--- config.mk ---
export PLATFORM = sky130hd
export DESIGN_NAME = uctl_pkt_fifo
export DESIGN_NICKNAME = d
export VERILOG_FILES = /design/src/rtl/uctl_pkt_fifo.sv
export SDC_FILE = /design/constraint.sdc
export NUM_CORES = 1
export LEC_CHECK = 0
export ABC_AREA = 0
export CORE_ASPECT_RATIO = 0.8
export CORE_UTILIZATION = 60
export CTS_CLUSTER_DIAMETER = 150
export DETAILED_ROUTE_END_ITERATION = 7
export HOLD_SLACK_MARGIN = 0.05
export PLACE_DENSITY = 0.79
export SETUP_SLACK_MARGIN = 0.2
export SYNTH_ARGS = -nofsm -noshare
export SYNTH_HDL_FRONTEND = slang
export SYNTH_SLANG_ARGS = --single-unit
--- constraint.sdc ---
create_clock -name clk -period 14.1 [get_ports clk]
set_input_delay 2.115 -clock clk [delete_from_list [all_inputs] [get_ports clk]]
set_output_delay 2.115 -clock clk [all_outputs]
set_load 0.01 [all_outputs]
--- src/rtl/uctl_pkt_fifo.sv ---
// Synchronous FIFO for USB endpoint data with packet commit/discard.
// Pending words stay hidden from the reader until the packet is committed.
module uctl_pkt_fifo #(
    parameter int ADD_WIDTH     = 4,
    parameter int DATA_WIDTH    = 32,
    parameter int NEAR_FULL_TH  = 2,
    parameter int NEAR_EMPTY_TH = 2,
    parameter int PKT_MODE      = 1
) (
    input  logic                  clk,
    input  logic                  rst_n,
    input  logic                  sw_rst,
    input  logic                  wrEn,
    input  logic [DATA_WIDTH-1:0] dataIn,
    input  logic                  wrCommit,
    input  logic                  wrDiscard,
    input  logic                  rdEn,
    output logic [DATA_WIDTH-1:0] dataOut,
    output logic                  full,
    output logic                  nearly_full,
    output logic                  empty,
    output logic                  nearly_empty,
    output logic [ADD_WIDTH:0]    numOfData,
    output logic [ADD_WIDTH:0]    numOfPend,
    output logic [ADD_WIDTH:0]    numOfFreeLocs,
    output logic                  overflow,
    output logic                  underflow
);

    localparam int PW    = ADD_WIDTH + 1;
    localparam int DEPTH = 1 << ADD_WIDTH;

    logic [DATA_WIDTH-1:0] mem [DEPTH];

    logic [PW-1:0] rd_ptr;
    logic [PW-1:0] cm_ptr;
    logic [PW-1:0] wr_ptr;
    logic [PW-1:0] wr_nxt;
    logic [PW-1:0] used;
    logic          wr_acc;
    logic          rd_acc;

    // Pointer differences wrap mod 2**PW, so the extra MSB resolves full vs empty.
    assign used          = wr_ptr - rd_ptr;
    assign numOfData     = cm_ptr - rd_ptr;
    assign numOfPend     = wr_ptr - cm_ptr;
    assign numOfFreeLocs = PW'(DEPTH) - used;

    assign full         = (used == PW'(DEPTH));
    assign empty        = (cm_ptr == rd_ptr);
    assign nearly_full  = (32'(numOfFreeLocs) <= 32'(NEAR_FULL_TH));
    assign nearly_empty = (32'(numOfData) <= 32'(NEAR_EMPTY_TH));

    assign wr_acc = wrEn && !full;
    assign rd_acc = rdEn && !empty;
    assign wr_nxt = wr_ptr + PW'(wr_acc);

    assign dataOut = mem[rd_ptr[ADD_WIDTH-1:0]];

    always_ff @(posedge clk) begin
        if (wr_acc && !sw_rst) begin
            mem[wr_ptr[ADD_WIDTH-1:0]] <= dataIn;
        end
    end

    always_ff @(posedge clk or negedge rst_n) begin
        if (!rst_n) begin
            rd_ptr    <= '0;
            cm_ptr    <= '0;
            wr_ptr    <= '0;
            overflow  <= 1'b0;
            underflow <= 1'b0;
        end else if (sw_rst) begin
            rd_ptr    <= '0;
            cm_ptr    <= '0;
            wr_ptr    <= '0;
            overflow  <= 1'b0;
            underflow <= 1'b0;
        end else begin
            if (rd_acc) begin
                rd_ptr <= rd_ptr + PW'(1);
            end
            if (wrEn && full) begin
                overflow <= 1'b1;
            end
            if (rdEn && empty) begin
                underflow <= 1'b1;
            end
            // Discard beats commit; a write accepted this cycle is rolled back too.
            unique case (1'b1)
                (PKT_MODE == 0): begin
                    wr_ptr <= wr_nxt;
                    cm_ptr <= wr_nxt;
                end
                wrDiscard: begin
                    wr_ptr <= cm_ptr;
                end
                default: begin
                    wr_ptr <= wr_nxt;
                    if (wrCommit) begin
                        cm_ptr <= wr_nxt;
                    end
                end
            endcase
        end
    end

endmodule
Word-level counts from Yosys, hierarchy flattened --
Memories as Yosys holds them, arrays and structs flattened. Cells that the tools add are included. Widths: inputs -> output; s select.
Cells by class: shifts and indexed selects 0, bitwise gates (word level) 0, reductions and logical operators 13, div/mod/pow operators 0, $add $sub $neg 6, order comparisons 2, equality and inequality tests 3, multiply operators 0, mux-type cells 13
Operators with widths (number):
- $mux 5 | 7
- $sub 5x5->5 | 3
- $le 5x2->1 const B | 2
- $reduce_bool 2->1 | 4
- $mux 1 | 6
- $add 5x1->5 | 1
- $add 5x1->5 const B | 1
- $eq 5x5->1 | 1
- $eq 5x5->1 const B | 1
- $logic_and 1x1->1 | 5
- $sub 5x5->5 const A | 1
- $logic_not 1->1 | 3
- $ne 2x2->1 const B | 1
- $reduce_and 2->1 | 1
Word-level totals: logic and storage cells 43, memory bits (read-only) 0, memory bits (writable) 512, bits of input ports 39, output and inout port bits 53, memories 1, bits in latches 0, flip-flop bits (word level) 17
Memories:
- mem | depth 16, width 32, rd ports 1, clocked after Yosys merged registers in 0, wr ports 1, RTL line 33 | logic [DATA_WIDTH-1:0] mem [DEPTH];

Depth between registers and ports, before layout --
Gate-level depths: netlist of run 1.
word-level depth 8, gate-level depth with buffers 18, depth with buffers taken out 15

Worst setup path before layout of run 1 --
OpenSTA, ideal clock, no wires.
path type input port to flip-flop, start point in sw_rst, end point mem mem[0][0] (enable), cell stages on the path 5, buffers on the path 1, slack 8.440 ns, data arrival time 5.199 ns, library setup time 0.461 ns, data required time 13.639 ns, cell sequence clkbuf_1 -> or3b_2 -> inv_1 -> nand3_1 -> nor3_1
On the way: cells in the longest elaborated chain, start to end 4
RTL lines:
- start, declared | RTL line 12 | input logic sw_rst,
- $logic_not 1->1 | RTL line 61 | if (wr_acc && !sw_rst) begin
- $logic_and 1x1->1 | RTL line 61
- $mux 1 | RTL line 61
- $mux 1 (not written as such) | RTL line 62 | mem[wr_ptr[ADD_WIDTH-1:0]] <= dataIn;
- end, declared | RTL line 33
No other way between the ends.

Worst setup path in the final report of run 1 --
start point reg rd_ptr[1], end point out dataOut[4]
On the way: cells in the longest elaborated chain, start to end 1
RTL lines:
- start, declared | RTL line 35 | logic [PW-1:0] rd_ptr;
- start signal, assigned | RTL line 81 | rd_ptr <= rd_ptr + PW'(1);
- $mem_v2 16x32
- end, declared | RTL line 18 | output logic [DATA_WIDTH-1:0] dataOut,
No other way between the ends.

==> impl_results.md, run 1 <==
* Hold Crit Class: flop to flop
* Tot GR Track Use at 0.253
* Critical path required time at 11980 ps
* Master cell of the clock root buffer: clkbuf_16
* Post-synthesis area per instance at around 21 um^2
* Total length of routed wires at 43.2 mm
* Critical path's most frequent cell: buf_4
* Remaining antenna violation count after routing at 0
* Detailed-route wire length per cell at around 28 um
* Io pins at 92
* Yosys synthesis warning count at 0
* Total count of max-transition violations in the final report at 0
* Starting DRT DRC Count at ~1000
* Clock latency reported for the late side of the worst-skew pair at between 500 and 600 ps
* Width of the chip at between 200 and 250 um
* Busiest layer in global routing: met2
* GRT met1 Usage at 0.357
* Hold_ws at a little over 500 ps
* Number of endpoints failing setup at the final stage at 0
* Number of resized instances in the post-cts repair step at 0
* Clk sink count at about 530
* Global route total overflow at 0
* Most common cell in the synthesized netlist: edfxtp_1
* Synth Register Bits at 529
* Global Route met3 Usage at 0.0458
* Clock-pin slew on the worst setup and hold paths at roughly 70 ps
* RSZ-0062 raised after global routing: false
* VDD IR-drop max at approximately 110 uV
* GRT met2 Usage at 0.413
* Initial core utilization at 0.610
* Transition time of the tightest slew-check pin at about 1000 ps
* Pin count of the biggest net entering global routing at 68
* Number of cells produced by synthesis at 962
* Combinational share of power at 0.113
* Yosys cell types at 37
* Sequential share of power at 0.517
* Routability congestion estimate from global placement at 0.814
* H-tree level count at 2
* Final hold vios at 0
* Outcome: finished clean
* Deepest clock path buffer count at 3
* Place WS at roughly 8000 ps
* Clock network fraction of total power at 0.370
* Highest net fanout along the worst path at between 60 and 70
* Proportion of total power due to net switching at 0.221
* Count of standard-cell rows at 60
* Area of the placeable core at 0.0337 mm^2
* Overall die area at between 0.03 and 0.04 mm^2
* Number of setup buffers added after CTS at 0
* Main synth FF type: edfxtp_1
* Worst path arrival time at around 4500 ps
* Worst setup slack for register-to-register paths at roughly 9300 ps
* Final #Nets at around 1100
* Achievable frequency at approximately 150 MHz
* Cell internal power dissipation at ~2.7 mW
* Post-CTS Hold Fix Bufs at 0
* Placed cell areas at around 0.022 mm^2
* Area added between synthesis and finish at 14.4%
* Post-detailed-route via-to-cell ratio at 6.49
* Synth area leader: edfxtp_1
* Portion of synthesized cell area occupied by the leading cell type at 0.748
* Biggest area contributors in the synthesized netlist: edfxtp_1, mux4_2, dfrtp_1
* Cell at the slowest stage of the critical path: buf_4
* Startpoint type of the worst setup path: flop
* Clock tree from TritonCTS: built
* Worst Skew at approximately 24 ps
* Post-synth EDFFs at 512
* Non-filler cells in the finished layout at between 1500 and 2000
* Period utilisation layout at 0.469
* Ratio of cells with drive above 1 in the final layout at 0.216
* Initial antenna violation count at 2
* Type of element capturing the critical path: output pin
* Synthesized cell area at 0.0206 mm^2
* Clock buffers created by TritonCTS at 48
* Post-route DRC at 0
* Total design power at between 3 and 4 mW
* Worst setup margin at 7490 ps
* Most used standard cells in the synthesized netlist: edfxtp_1, mux4_2, nor2_1
* Final setup TNS at 0 ps
* Part of the Yosys area used for sequential elements at 0.769
* Pre-antenna DRT Iters at 6
* Kind of critical path: flop to output pin
* Net count of the mapped netlist at 1022
* Cell leakage power at between 7 and 8 nW
* DPL Wire Length at around 21 mm
* Max Cap Viol at 0
* Via count of the first global-routing pass at 10266
* Final period demand of the worst path at ~6600 ps
* CP cell instances: buf_4 > buf_4 > mux4_2 > o22ai_1 > nor2_1 > clkdlybuf4s50_1
* Vias after detailed routing at approximately 10000
* Post-layout instance area at approximately 0.024 mm^2
* Buffers added on ports at 91
* Post-layout utilization of the core at 0.698
* DP Cell Count at between 1000 and 1500
* Biggest cell delay along the critical path at slightly above 900 ps
* Worst max-slew margin expressed relative to the limit at 0.301
* Global-route wire length before repair at 64.1 mm
* Areal power density over the cells at between 100 and 150 mW/mm^2
* Share of flip-flops with an asynchronous set or reset after synthesis at 0.0321
* DIE HEIGHT at roughly 170 um
* Switching power of the nets at around 0.76 mW
-- power by group through the flow --
| stage | Combinational [mW] | Sequential [mW] | Clock [mW] |
|---|---|---|---|
| floorplan | 0.246 | 1.78 | 0 |
| global placement | 0.381 | 1.80 | 0 |
| CTS | 0.391 | 1.77 | 1.28 |
| finish | 0.388 | 1.77 | 1.27 |
| detailed placement | 0.387 | 1.80 | 0 |
| global route | 0.417 | 1.77 | 1.33 |
-- routing by layer --
metal	part of all wire	up-vias
met5	0.00030	-
met4	0.021	2
met3	0.083	76
met2	0.50	513
met1	0.40	5219
li1	-	4209
-- kinds of logic after synthesis --
family | after synthesis | share of synthesized area
AOI/OAI and AO/OA | 92 | 0.0278
xor gates and xnor gates | 19 | 0.00846
adders and majority gates | 21 | 0.0139
buffers and inverters | 69 | 0.0175
DFF | 529 | 0.769
muxes | 134 | 0.143
and+or+nand+nor | 98 | 0.0206
-- cell usage in the layout (no fill, tap or decap), types with 14 or more instances in the layout --
master           netlist  final
edfxtp_1             512    512
mux4_2               128    128
clkdlybuf4s50_1        0     91
o22ai_1               64     64
nor2_1                66     54
clkbuf_16              0     49
buf_4                  6     22
inv_1                 20     20
ha_1                  18     18
dfrtp_1               17     14
-- sequential cells by signal, indices dropped and copies added (netlist names) --
register	cells
cm_ptr	5
overflow	1
underflow	1
rd_ptr	5
wr_ptr	5
mem	512
-- final timing paths --
check,start,endpoint,depth (start not counted)
setup / recovery,rd_ptr[1]$_DFFE_PN0P_,dataOut[4],6
hold / removal,overflow$_DFFE_PN0P_,overflow$_DFFE_PN0P_,2
setup reg to reg,rd_ptr[1]$_DFFE_PN0P_,mem[6][12]$_DFFE_PP_,12
hold reg to reg,overflow$_DFFE_PN0P_,overflow$_DFFE_PN0P_,2
max in group asynchronous,rst_n,rd_ptr[1]$_DFFE_PN0P_,1
min in group asynchronous,rst_n,wr_ptr[4]$_DFF_PN0_,1
-- layout make-up --
type	instances	area (um^2)
flip-flops and latches	529	15800
well taps	434	543
fillers	1966	10200
repair buffers	113	1080
clock inverters	21	224
multi-input cells	364	4510
clock buffers	61	1270
diodes	1	2.50
inverters	20	75.1
-- worst max-delay path: cells and delay by family, from the launching register on --
kind                   cells  cell delay [ps]
flip-flops                 1              800
buffers and inverters      3             2060
AO/OA/AOI/OAI              1              200
multiplexers               1              610
AND/OR/NAND/NOR            1              170
Note: power is estimated with default switching activity, not from simulation.
==> inputs of run 2 (changes only) <==
==> constraint.sdc (replaced) <==
create_clock -name clk -period 6.72 [get_ports clk]
set_input_delay 1.008 -clock clk [delete_from_list [all_inputs] [get_ports clk]]
set_output_delay 1.008 -clock clk [all_outputs]
set_load 0.01 [all_outputs]
==> impl_results.md, run 2 (same netlist as run 1, synthesis figures left out) <==
* Outcome: finished clean
* Non-filler cells in the finished layout at about 1500
* Final period demand of the worst path at 5050 ps
* Switching power of the nets at approximately 1.6 mW
* Remaining antenna violation count after routing at 0
* Count of standard-cell rows at 60
* Area of the placeable core at approximately 0.034 mm^2
* Via count of the first global-routing pass at 10095
* Leading cell type in the layout, fill and taps excluded: edfxtp_1
* Post-route DRC at 0
* Hold Crit Class: flop to flop
* Detailed-route wire length per cell at roughly 27 um
* Leading cell types in the layout, fill and taps excluded: edfxtp_1, mux4_2, clkdlybuf4s50_1, o22ai_1, nor2_1
* Kind of cell adding the most delay to the critical path: flip-flops
* Ratio of cells with drive above 1 in the final layout at 0.210
* H-tree level count at 2
* Final #Nets at around 1100
* Buffers added on ports at 91
* Type of element capturing the critical path: output pin
* Clock tree from TritonCTS: built
* Period utilisation layout at 0.752
* Total length of routed wires at around 42 mm
* Number of setup buffers added after CTS at 0
* Transition time of the tightest slew-check pin at approximately 1200 ps
* Worst setup slack for register-to-register paths at 1990 ps
* Kind of critical path: flop to output pin
* Cell internal power dissipation at about 5.6 mW
* Global route total overflow at 0
* VDD IR-drop max at roughly 220 uV
* Hold_ws at 502 ps
* N_diodes at 0
* Achievable frequency at ~200 MHz
* Starting DRT DRC Count at between 1000 and 1500
* Start point of the worst hold path: underflow$_DFFE_PN0P_
* Deepest clock path buffer count at 3
* Clock latency reported for the late side of the worst-skew pair at around 560 ps
* Routability congestion estimate from global placement at 0.824
* Global-route wire length before repair at between 60 and 70 mm
* Total count of max-transition violations in the final report at 0
* Vias after detailed routing at just under 10000
* Worst reg2reg path startpoint: rd_ptr[1]$_DFFE_PN0P_
* Area added between synthesis and finish at 13.8%
* Final hold vios at 0
* Final setup TNS at 0 ps
* Startpoint type of the worst setup path: flop
* Io pins at 92
* Master cell of the clock root buffer: clkbuf_16
* Worst path arrival time at ~4000 ps
* Max Cap Viol at 0
* Pre-antenna DRT Iters at 5
* Areal power density over the cells at around 300 mW/mm^2
* Biggest cell delay along the critical path at 890 ps
* Post-CTS Hold Fix Bufs at 0
* Highest net fanout along the worst path at 43
* Overall die area at approximately 0.035 mm^2
* Critical path's most frequent cell: ha_1
* DP Cell Count at approximately 1400
* Worst Reg2Reg Path Length in Cells at 11
* R2R Path End: mem[4][21]$_DFFE_PP_
* DIE HEIGHT at 168 um
* DPL Wire Length at 21.9 mm
* Critical path required time at about 5700 ps
* RSZ-0062 raised after global routing: false
* Tot GR Track Use at 0.250
* Clk sink count at roughly 530
* Initial antenna violation count at 0
* Worst Skew at 13.9 ps
* Clock buffers created by TritonCTS at between 40 and 50
* Number of endpoints failing setup at the final stage at 0
* Buffers and inverters on the worst path at 2
* CP cell instances: inv_1 > ha_1 > nand2_1 > o21ai_0 > xor2_1 > nor2_1 > ha_1 > a21o_1 > nor3b_1 > mux2_2 > clkdlybuf4s50_1
* Number of resized instances in the post-cts repair step at 0
* Clock network fraction of total power at 0.366
* Sequential share of power at 0.519
* Number of flip-flops in the largest register at between 500 and 600
* Pin count of the biggest net entering global routing at 68
* Post-detailed-route via-to-cell ratio at ~6.4
* Width of the chip at between 200 and 250 um
* WHS Path Cells at 2
* Hold Path Sink: underflow$_DFFE_PN0P_
* Proportion of total power due to net switching at 0.223
* Worst max-slew margin expressed relative to the limit at 0.166
* Clock-pin slew on the worst setup and hold paths at about 60 ps
* Total design power at around 7 mW
* Initial core utilization at 0.610
* Combinational share of power at 0.115
* Cell at the slowest stage of the critical path: dfrtp_4
* Cell leakage power at a little over 7 nW
==> run 2: cell type report <==
type	count	area, um^2
flip-flops and latches	529	15800
repair buffers	101	986
well taps	434	543
inverters	20	75.1
clock inverters	27	210
multi-input cells	364	4510
fillers	2007	10300
clock buffers	59	1260
==> run 2: worst max path at each step <==
stage / startpoint / end / slack [ps] / depth (start not counted)
after global placement: rd_ptr[1]$_DFFE_PN0P_ / mem[11][16]$_DFFE_PP_ / 2140 / 11
after CTS: rd_ptr[1]$_DFFE_PN0P_ / nearly_full / 1600 / 11
after floorplan: rd_ptr[1]$_DFFE_PN0P_ / mem[0][0]$_DFFE_PP_ / 1190 / 15
after detailed placement: rd_ptr[1]$_DFFE_PN0P_ / mem[4][14]$_DFFE_PP_ / 1980 / 11
final: rd_ptr[1]$_DFFE_PN0P_ / nearly_full / 1670 / 11
after global routing: rd_ptr[1]$_DFFE_PN0P_ / nearly_full / 1280 / 11
==> run 2: through the flow <==
stage	instance area (um^2)	worst slack, ps	utilization
finish	23400	1670	0.694
global route	23400	1280	0.694
CTS	23400	1600	0.694
detailed placement	21900	1980	0.651
global placement	21900	2140	0.651
floorplan	20600	1190	-
==> run 2: worst reg2reg max path, stage by stage, from the launching register on <==
cell	delay, ps
dfrtp_4	890
inv_1	270
ha_1	340
nand2_1	50
o21ai_0	190
xor2_1	290
nor2_1	90
ha_1	250
or3b_2	450
inv_1	140
nand3_1	310
nor2_4	1060
==> run 2: power groups by stage <==
stage / Sequential [mW] / Clock [mW] / Combinational (mW)
after detailed placement: 3.78 / 0 / 0.820
after global routing: 3.72 / 2.78 / 0.884
after global placement: 3.78 / 0 / 0.808
after CTS: 3.71 / 2.65 / 0.828
after floorplan: 3.74 / 0 / 0.517
final: 3.71 / 2.62 / 0.822
==> run 2: metal layers <==
metal,part of all wire,up-vias,global-route usage
li1,-,4191,-
met1,0.42,5173,0.368
met2,0.50,448,0.399
met3,0.070,54,0.0437
met4,0.016,0,0.0595
met5,0,-,0
==> edit 1: new RTL, config.mk and constraints of run 2 <==
`DATA_WIDTH`: 32 -> 64.
--- a/src/rtl/uctl_pkt_fifo.sv
+++ b/src/rtl/uctl_pkt_fifo.sv
@@ -4,3 +4,3 @@
     parameter int ADD_WIDTH     = 4,
-    parameter int DATA_WIDTH    = 32,
+    parameter int DATA_WIDTH    = 64,
     parameter int NEAR_FULL_TH  = 2,
Ports: changed (resized dataIn and dataOut); port bits go from 92 to 156. The function was not compared with the original's and may differ.
==> edit 1 against run 2 <==
- combinational power rose by 120%
- routed wire length rose by 120%
- sequential cell count rose by 512
- power rose by 100%
- final cell count rose by 86%
- design area rose by 94%
- core utilization rose by 0.61 points
- worst setup slack got worse by 0.20 ns
- clock skew rose by 0.016 ns
- synthesized area rose by 93%
- critical endpoint is now dataOut[2]
- largest cell class unchanged
==> edit 1: results <==
export IMPL_min_delay_start="underflow"
export IMPL_layout_drive_gt1_share_pct=22.2
export IMPL_synth_adder_area_share_pct=0.719
export IMPL_track_usage_pct=28.9
export IMPL_drt_iter0_markers=2431
export IMPL_drt_pass1_iter_count=7
export IMPL_clock_skew_ns=0.0297
export IMPL_clk_latency_ns=0.67
export IMPL_synth_edff_count=1024
export IMPL_run_status="completed"
export IMPL_synthArstFlopShare_pct=1.63
export IMPL_post_cts_setup_buffer_count=0
export IMPL_nets=2021
export IMPL_dpl_cell_area_mm2=0.0424
export IMPL_muxShareOfSynthArea_pct=14.7
export IMPL_cts_root_buf="clkbuf_16"
export IMPL_htree_levels=3
export IMPL_synth_xor_area_share_pct=0.454
export IMPL_hpwl_um=48900
export IMPL_crit_start="rd_ptr[1]"
export IMPL_synth_common_cells="edfxtp_1, mux4_2, a22oi_1"
export IMPL_yosysSeqAreaShare_pct=78.6
export IMPL_cp_endpoint="dataOut[2]"
export IMPL_gp_congestion=0.803
export IMPL_cts_buffers=93
export IMPL_fin_ws_ns=1.47
export IMPL_path_clk_slew_ns=0.07
export IMPL_power_leakage_uw=0.0140
export IMPL_grt_pass1_vias=20100
export IMPL_synth_fp_nets=1829
export IMPL_grt_pass1_wl_um=136000
export IMPL_min_delay_path_class="reg -> reg"
export IMPL_synth_compound_area_share_pct=2.85
export IMPL_cp_max_fo=140
export IMPL_yosys_cell_types_count=34
export IMPL_preCtsSetupSlack_ns=2.00
export IMPL_tightest_slew_ns=1.19
export IMPL_cp_arrival_ns=4.24
export IMPL_grt_max_degree=141
export IMPL_clock_path_buffers=3
export IMPL_synth_top_family_by_area="multiplexers"
export IMPL_antenna_found_initial=3
export IMPL_r2r_end="mem[4][37]"
export IMPL_avgViaCountPerCell=6.77
export IMPL_wl_per_cell_um=32.8
export IMPL_synth_area_leaders="edfxtp_1, mux4_2, a22oi_1, dfrtp_1, nand2_1"
export IMPL_rrSetupSlack_ns=1.88
export IMPL_largest_reg_flops=1024
export IMPL_ctsResizeCount=0
export IMPL_vdd_ir_drop_max_uv=244
export IMPL_io_buffers=155
edit 1: how the worst min path moves through the flow:
stage          slack [ns]  depth (start not counted)   endpoint
3_5_place_dp         0.50                          2  underflow
3_3_place_gp         0.48                          2  underflow
4_1_cts              0.52                          2  underflow
6_report             0.52                          2  underflow
5_1_grt              0.58                          2  underflow
2_1_floorplan        0.52                          2  wr_ptr[0]
edit 1: metrics by stage:
stage | cells | hold WS (ns) | utilization [%] | power [µW]
after floorplan | 1737 | 0.519 | - | 8490
after CTS | 2855 | 0.522 | 70.0 | 14400
after detailed placement | 2684 | 0.501 | 65.4 | 9160
after global placement | 2684 | 0.478 | 65.4 | 9140
final | 2856 | 0.522 | 70.0 | 14300
after global routing | 2856 | 0.577 | 70.0 | 14700
edit 1: worst max-delay path, cell delays in order (launching register included):
cell and delay (ns):
dfrtp_4 0.97, buf_12 0.71, mux4_2 0.43, a22oi_1 0.55, nand2_1 0.21, clkdlybuf4s50_1 0.53
edit 1: layout make-up:
| class | instances | area (µm²) |
|---|---|---|
| timing repair buffer | 186 | 1950 |
| fill | 3719 | 19400 |
| antenna | 1 | 2.50 |
| tap | 850 | 1060 |
| multi-input combinational | 588 | 8130 |
| sequential | 1041 | 31200 |
| inverter | 19 | 71.3 |
| clock buffer | 108 | 2380 |
| clock inverter | 63 | 612 |
edit 1: routing by layer:
metal / up-vias / global-route usage (%) / routed length (µm)
met5: - / 0 / 32
met4: 4 / 9.18 / 2860
met3: 185 / 7.06 / 10200
met2: 1341 / 46.2 / 46500
met1: 10100 / 39.9 / 33900
li1: 7750 / - / -
edit 1: power breakdown:
part | leakage [µW] | total, µW | switching, µW | internal, µW
sequential | 0.00945 | 7260 | 51.9 | 7200
combinational | 0.00306 | 1780 | 879 | 904
clock | 0.00145 | 5290 | 2430 | 2860
total | 0.0140 | 14300 | 3360 | 11000
edit 1: cell families after synthesis:
logic type               count (synthesis)
buffers and inverters                  108
flip-flops                            1041
multiplexers                           261
AND/OR/NAND/NOR                        133
XOR/XNOR                                19
adder cells (fa/ha/maj)                 21
AO/OA/AOI/OAI                          154
==> edit 2: new RTL, flow settings as in run 2 <==
Without the edit above. Make the reset (`rst_n`) synchronous in one clocked block.
--- a/src/rtl/uctl_pkt_fifo.sv
+++ b/src/rtl/uctl_pkt_fifo.sv
@@ -65,3 +65,3 @@
 
-    always_ff @(posedge clk or negedge rst_n) begin
+    always_ff @(posedge clk) begin
         if (!rst_n) begin
Formal check against the unedited RTL: differs if rst_n is asserted again (counterexample within 4 cycles, from zero or initial values and one cycle with rst_n low); with rst_n held inactive, the same outputs for 4 cycles.
==> edit 2 against run 2 <==
- design area grew 1.2%
- sequential cell count grew 4
- worst setup slack gained 0.61 ns
- clock skew grew 0.0091 ns
- synthesized area grew 0.12%
- global-route usage grew 1.1 points
- routed wire length grew 4.3%
- largest cell class unchanged
- highest routed layer unchanged
Power is not compared: it rests on default switching activity, and its combinational part moved more than twofold at a synthesized area within 25%.
==> edit 2: results <==
export IMPL_grt_pass1_wl_um=66300
export IMPL_slowest_stage="dfxtp_4"
export IMPL_cts_buffers=48
export IMPL_syn_avg_cell_area_um2=21.4
export IMPL_routed_wl_met2_um=21300
export IMPL_r2r_end="mem[10][18]"
export IMPL_drt_iter0_markers=1204
export IMPL_highest_layer="met4"
export IMPL_met3_usage_pct=5.18
export IMPL_cp_arrival_ns=3.43
export IMPL_hold_path_endpoint="underflow"
export IMPL_cpPeakStageDelay_ns=0.67
export IMPL_grt_max_degree=77
export IMPL_yosys_cell_types_count=37
export IMPL_reg2reg_from="wr_ptr[0]"
export IMPL_power_leakage_uw=0.00736
export IMPL_synthArstFlopShare_pct=0
export IMPL_clock_path_buffers=3
export IMPL_synth_xor_area_share_pct=0.869
export IMPL_synth_adder_area_share_pct=1.39
export IMPL_tightest_slew_ns=1.15
export IMPL_vdd_ir_drop_max_uv=214
export IMPL_drt_met1_wl_um=17600
export IMPL_placed_cells=1461
export IMPL_synth_area_leaders="edfxtp_1, mux4_2, a22oi_1, dfxtp_1, ha_1"
export IMPL_antenna_found_initial=0
export IMPL_hold_viol=0
export IMPL_nets=1137
export IMPL_vias=10100
export IMPL_min_delay_path_class="reg -> reg"
export IMPL_hold_path_depth=2
export IMPL_run_status="completed"
export IMPL_met1_usage_pct=38.2
export IMPL_muxShareOfSynthArea_pct=14.2
export IMPL_largest_reg_flops=512
export IMPL_wl_met3_um=4160
export IMPL_yosysSeqAreaShare_pct=76.7
export IMPL_gp_congestion=0.801
export IMPL_layout_drive_gt1_share_pct=21.5
export IMPL_yosys_most_used_dff="edfxtp_1"
export IMPL_clock_skew_ns=0.0230
export IMPL_dpl_cell_area_mm2=0.0221
export IMPL_synth_common_cells="edfxtp_1, mux4_2, a22oi_1"
export IMPL_met2_usage_pct=41.4
export IMPL_cts_root_buf="clkbuf_16"
export IMPL_reg2regPathDepth=12
export IMPL_ctsResizeCount=0
export IMPL_track_usage_pct=26.1
export IMPL_preCtsSetupSlack_ns=2.64
export IMPL_synth_compound_area_share_pct=3.25
export IMPL_min_delay_start="underflow"
export IMPL_fin_cells=1550
export IMPL_cp_max_fo=31
export IMPL_synth_fp_nets=1024
export IMPL_yosysWarningCount=0
export IMPL_wirelength_um=44000
export IMPL_hpwl_um=23100
export IMPL_hold_ws_ns=0.490
export IMPL_path_clk_slew_ns=0.06
export IMPL_post_cts_setup_buffer_count=0
-- edit 2: cell types whose count changed after synthesis, moves of 4 or more --
cell,run 2,this run
buf_1,2,9
buf_2,20,8
dfxtp_1,0,21
nand2_1,6,37
buf_6,7,0
clkbuf_1,14,22
nor2b_1,3,7
dfrtp_1,17,0
a22oi_1,0,64
o22ai_1,64,0
nor2_1,66,34
-- edit 2: area by class of cell --
type / count / area (µm²)
Inverter: 20 / 75.1
Fill cell: 1962 / 10000
Multi-Input combinational cell: 363 / 4620
Sequential cell: 533 / 15800
Clock inverter: 26 / 284
Timing Repair Buffer: 111 / 1090
Tap cell: 434 / 543
Clock buffer: 63 / 1280
-- edit 2: how the worst max path moves through the flow --
stage	startpoint	endpoint	slack, ns	cells past startpoint
2_1_floorplan	wr_ptr[1]	mem[0][0]	1.49	11
3_3_place_gp	wr_ptr[0]	mem[11][20]	2.78	12
3_5_place_dp	wr_ptr[0]	mem[10][25]	2.64	12
4_1_cts	flop	dataOut[3]	2.20	5
5_1_grt	flop	dataOut[25]	2.05	5
6_report	flop	dataOut[25]	2.28	5
-- edit 2: power by group through the flow --
stage	clock [µW]	combinational (µW)	sequential, µW
6_report	2750	282	3670
5_1_grt	2910	303	3670
4_1_cts	2780	285	3670
3_5_place_dp	0	281	3740
3_3_place_gp	0	276	3740
2_1_floorplan	0	136	3730
-- edit 2: critical path, delay by kind of cell, from the launching register on --
kind	cells	cell delay, ns
AO/OA/AOI/OAI	1	0.39
multiplexers	1	0.59
buffers and inverters	2	1.10
AND/OR/NAND/NOR	1	0.09
flip-flops	1	0.67
-- edit 2: cell families after synthesis --
logic type      Yosys count
simple gates            100
mux                     131
xor+xnor                 18
fa+ha+maj                21
buf+inv                  68
compound gates           93
flops                   533
